### config.mk
export PLATFORM = sky130hd
export DESIGN_NAME = wave_step_scheduler
export DESIGN_NICKNAME = d
export VERILOG_FILES = /design/src/rtl/wave_step_scheduler.sv
export SDC_FILE = /design/constraint.sdc
export NUM_CORES = 1
export LEC_CHECK = 0
export CAP_MARGIN = 0
export CORE_AREA = 2 2 137 139
export CTS_BUF_LIST = sky130_fd_sc_hd__clkbuf_8 sky130_fd_sc_hd__clkbuf_16
export DETAILED_ROUTE_END_ITERATION = 10
export DIE_AREA = 0 0 139 141
export PLACE_DENSITY_LB_ADDON = 0.3
export SLEW_MARGIN = 25
export SYNTH_ARGS = -nofsm -noshare
export SYNTH_HDL_FRONTEND = slang
export SYNTH_SLANG_ARGS = --single-unit
### constraint.sdc
create_clock -name clk -period 4.84 [get_ports clk]
set_input_delay 0.968 -clock clk [delete_from_list [all_inputs] [get_ports clk]]
set_output_delay 0.968 -clock clk [all_outputs]
set_load 0.01 [all_outputs]
### src/rtl/wave_step_scheduler.sv
// Purpose: streams u/du cells from one ping-pong bank through a shared wave_unit into the other bank, then swaps banks.
// Latency: one step is N_CELLS+3 cycles (N_CELLS+2 stream + 1 swap); first write lands 2 cycles after stream entry.
// Backpressure: every STEPS_PER_FRAME steps, stepping halts until the transmitter accepts and then finishes a frame.
module wave_step_scheduler #(
  parameter int N_CELLS         = 100,
  parameter int ADDR_W          = 7,
  parameter int STEPS_PER_FRAME = 16
) (
  input  logic              clk,
  input  logic              rst,
  input  logic              run,
  output logic [ADDR_W-1:0] mem_raddr,
  input  logic [31:0]       mem_u_rdata,
  input  logic [31:0]       mem_du_rdata,
  output logic [31:0]       wu_u,
  output logic [31:0]       wu_du,
  output logic [31:0]       wu_uL,
  output logic [31:0]       wu_uR,
  input  logic [31:0]       wu_u_new,
  input  logic [31:0]       wu_du_new,
  output logic              mem_we,
  output logic [ADDR_W-1:0] mem_waddr,
  output logic [31:0]       mem_u_wdata,
  output logic [31:0]       mem_du_wdata,
  output logic              bank_sel,
  output logic              tx_start,
  input  logic              tx_ready,
  output logic              busy,
  output logic [15:0]       step_count
);

  // Stream counter must reach N_CELLS+1, one beyond the address range.
  localparam int SW = ADDR_W + 1;
  localparam int FW = $clog2(STEPS_PER_FRAME + 1);
  localparam logic [SW-1:0] S_NCELLS = SW'(N_CELLS);
  localparam logic [SW-1:0] S_FIRST  = SW'(2);
  localparam logic [SW-1:0] S_LAST   = SW'(N_CELLS + 1);
  localparam logic [FW-1:0] F_LAST   = FW'(STEPS_PER_FRAME - 1);

  typedef enum logic [2:0] {IDLE, STREAM, SWAP, TX_REQ, TX_WAIT} state_t;

  state_t        state;
  logic [SW-1:0] s;
  logic [31:0]   prev_u;
  logic [31:0]   cur_u;
  logic [31:0]   cur_du;
  logic [FW-1:0] frame_cnt;
  logic          tx_seen_low;

  assign busy         = (state != IDLE);
  assign mem_u_wdata  = wu_u_new;
  assign mem_du_wdata = wu_du_new;

  // Address, operand and write-strobe decode from the stream position; idle values are all zero.
  always_comb begin
    mem_raddr = '0;
    mem_we    = 1'b0;
    mem_waddr = '0;
    wu_u      = '0;
    wu_du     = '0;
    wu_uL     = '0;
    wu_uR     = '0;
    if (state == STREAM) begin
      if (s < S_NCELLS) begin
        mem_raddr = ADDR_W'(s);
      end
      if (s >= S_FIRST) begin
        // cur holds cell s-2, prev its left neighbour, rdata its right neighbour.
        mem_we    = 1'b1;
        mem_waddr = ADDR_W'(s - S_FIRST);
        wu_u      = cur_u;
        wu_du     = cur_du;
        wu_uL     = (s == S_FIRST) ? 32'd0 : prev_u;
        wu_uR     = (s == S_LAST)  ? 32'd0 : mem_u_rdata;
      end
    end
  end

  // Sequencer: stream, swap banks, and hand every completed frame to the transmitter.
  always_ff @(posedge clk) begin
    if (rst) begin
      state       <= IDLE;
      s           <= '0;
      prev_u      <= '0;
      cur_u       <= '0;
      cur_du      <= '0;
      frame_cnt   <= '0;
      bank_sel    <= 1'b0;
      step_count  <= '0;
      tx_start    <= 1'b0;
      tx_seen_low <= 1'b0;
    end else begin
      prev_u <= cur_u;
      cur_u  <= mem_u_rdata;
      cur_du <= mem_du_rdata;
      case (state)
        IDLE: begin
          if (run) begin
            s     <= '0;
            state <= STREAM;
          end
        end
        STREAM: begin
          if (s == S_LAST) begin
            state <= SWAP;
          end else begin
            s <= s + 1'b1;
          end
        end
        SWAP: begin
          bank_sel   <= ~bank_sel;
          step_count <= step_count + 16'd1;
          s          <= '0;
          if (frame_cnt == F_LAST) begin
            frame_cnt <= '0;
            tx_start  <= 1'b1;
            state     <= TX_REQ;
          end else begin
            frame_cnt <= frame_cnt + 1'b1;
            state     <= run ? STREAM : IDLE;
          end
        end
        TX_REQ: begin
          if (tx_ready) begin
            tx_start    <= 1'b0;
            tx_seen_low <= 1'b0;
            state       <= TX_WAIT;
          end
        end
        TX_WAIT: begin
          // Ready dropping marks the transfer as in progress; its return marks completion.
          if (!tx_seen_low) begin
            if (!tx_ready) begin
              tx_seen_low <= 1'b1;
            end
          end else if (tx_ready) begin
            state <= IDLE;
          end
        end
        default: state <= IDLE;
      endcase
    end
  end

endmodule

==> out/metrics.cfg <==
[status]
status=finished, final reports clean

[pwr]
power.share.combinational_pct=12.5
ir_drop_mv=0.237
p_sw_share_pct=25.3
p_clk_share_pct=45.8
power.switching_mw=0.723
pwr-share-seq_pct=41.6
power_density_mw_per_mm2=336
p_leak_nw=3.17
intPower_mw=2.13

[route]
drtIter0Drc=233
drt_wl_total_um=15000
ant_nets=0
firstDrtPassIters=4
route.detailed.drc=0
via_count=4626
avgViaCountPerCell=4.41
routedWlPerCell_um=14.3

[flow_run]
cap_violations=0

[place]
dp_cells=1017
gp_congestion=0.815
hpwl_um=10800
port_buffers=229

[worst_setup_path]
critPathKind=flip-flop to primary output
worst-path-max-fanout=22
endpoint_kind=primary output
regToRegSetupSlack_ps=2540
crit_path_start_kind=flip-flop
cp.required_ps=3870
worst_ep_arrival_time_ps=3430
worstRegToRegCells=4

[yosys]
yosysSeqAreaShare_pct=44.3
synth_edf_count=0
syn_nets=789
synth_area_mm2=0.00592
ys_types=51
synth-main-ff-cell=dfxtp_1
synthCells=650
async_flop_share_pct=0
ys_warn_count=0
synth_seq_cells=131
postSynthAreaPerCell_um2=9.10

[timing]
finalCriticalPeriod_ps=4390
setup-violations-final=0
final.setup.tns_ps=0
fin_skew_ps=5.54
fmax_mhz=228
timing.slew.headroom_pct=51.7
drv_slew=0
worst_pin_slew_ps=719
timing.final.crit_share_pct=90.8
rsz0062_at_grt=false
hold_violations=0

[global_route]
grt_max_degree=72
grt_pass1_vias=4343
overflow=0
grt_pass1_wl_um=23400
grt_antenna_before_repair=0
grtUsageTotal_pct=15.1

[final_layout]
drive_gt1_share_pct=6.13
antenna_cells=0
final_nets=941
instances_no_fill=1049
area_delta_synth_final_pct=43.5
num-fill-cells=1783

[die]
coreArea_mm2=0.0183
dieArea_mm2=0.0196
start_util_pct=32.4
io_pins=358
rows=50
die_x_um=139
die_h_um=141

[clock_tree]
htreeDepth=4
clkSinkCount=131
ctsResizeCount=0
post_cts_buffers=0
cts_max_path_buffers=2
clockRootBuffer=clkbuf_16
clk_latency_ps=410
cts_buffers=17
cts_tree=done
cts_hold_buf=0
clk_pin_slew_ps=60

[min_path]
holdPathStages=1
hold_path.class=flip-flop to flip-flop

worst max-delay path: stages (launching register included):
cell and delay, ps:
dfxtp_1 590, or3b_1 610, a21o_1 290, a31oi_2 520
buf_4 310, and2_1 140, clkdlybuf4s50_1 540
synth_stat cells (2+ instances only):
library cell,n,share of area [%]
a211oi_1,5,0.63
a21oi_1,18,1.5
a31o_2,2,0.30
a31oi_1,2,0.21
and2_1,133,14
and4bb_2,2,0.42
buf_2,2,0.17
buf_4,64,8.1
buf_6,6,1.1
clkbuf_1,23,1.5
clkbuf_2,4,0.34
dfxtp_1,131,44
ha_1,7,1.5
inv_1,5,0.32
nand2_1,19,1.2
nand2b_1,5,0.53
nand3_1,19,1.6
nand4_1,3,0.32
nand4b_1,2,0.30
nor2_1,29,1.8
nor2b_1,96,10
nor3_1,6,0.51
nor3b_1,2,0.25
nor4_1,5,0.53
o211a_1,2,0.34
o21ai_0,4,0.34
o31ai_1,5,0.63
or3_1,6,0.63
or4_1,4,0.51
xnor2_1,13,1.9
xor2_1,6,0.89
power groups by stage:
| stage | logic, mW | clock network [mW] | registers (mW) |
|---|---|---|---|
| 6_report | 0.359 | 1.31 | 1.19 |
| 5_1_grt | 0.395 | 1.39 | 1.20 |
| 4_1_cts | 0.363 | 1.35 | 1.19 |
| 3_5_place_dp | 0.360 | 0 | 1.21 |
| 3_3_place_gp | 0.359 | 0 | 1.21 |
| 2_1_floorplan | 0.269 | 0 | 1.19 |
worst paths after layout:
check,from,endpoint
hold / removal,cur_u[29],prev_u[29]
setup reg to reg,state[0],s[2]
hold reg to reg,cur_u[29],prev_u[29]
setup / recovery,state[0],wu_uR[18]
cells in the final DEF (no fill, tap or decap), types with 2 or more instances in the layout:
master             n
inv_6              3
nor2b_1           96
bufinv_16          3
a31o_2             2
nand4b_1           2
clkbuf_16         17
dfxtp_1          131
nor3b_1            2
nor2_1            29
o21ai_0            4
nand4_1            3
o31ai_1            5
or3_1              6
buf_4              4
nor3_1             6
o211a_1            2
xnor2_1           13
a21oi_1           17
xor2_1             6
and2_1           133
clkinv_4           2
and4bb_2           2
inv_1              6
nand3_1           19
nand2b_1           5
ha_1               7
clkinvlp_4         6
nor4_1             5
a211oi_1           5
or4_1              4
nand2_1           19
clkdlybuf4s50_1  228
cell type report:
cell class,instances,area [µm²],share of cell area (%)
clock buffer,17,425,5.01
clock inverter,15,183,2.15
inverter,6,22.5,0.265
multi-input combinational,413,2620,30.8
sequential,131,2620,30.9
tap,234,293,3.45
timing repair buffer,233,2330,27.5
metal layers:
metal | vias to the layer above | share of wire [%] | GRT usage, %
met5 | - | 0 | 0
met4 | 0 | 3.3 | 8.29
met3 | 55 | 6.3 | 4.79
met2 | 163 | 49 | 25.0
met1 | 2071 | 42 | 17.3
li1 | 2337 | - | -
kinds of logic after synthesis:
logic type,after synthesis,share of synthesized area [%]
buf+inv,106,11.7
compound gates,44,4.97
xor+xnor,19,2.81
flops,131,44.3
simple gates,343,34.8
fa+ha+maj,7,1.48
through the flow:
stage	setup WS [ps]	area (µm²)	hold slack [ps]	util, %	power, mW
6_report	447	8490	448	46.5	2.86
5_1_grt	189	8490	465	46.5	2.99
4_1_cts	395	8490	453	46.5	2.90
3_5_place_dp	845	7890	441	43.2	1.57
3_3_place_gp	943	7890	433	43.2	1.57
2_1_floorplan	2120	5920	429	-	1.46
sequential cells by signal, indices dropped and copies added (netlist names):
signal	count
frame_cnt	5
prev_u	32
tx_seen_low	1
step_count	16
cur_u	32
tx_start	1
s	8
bank_sel	1
cur_du	32
state	3
(Power assumes the default switching activity.)
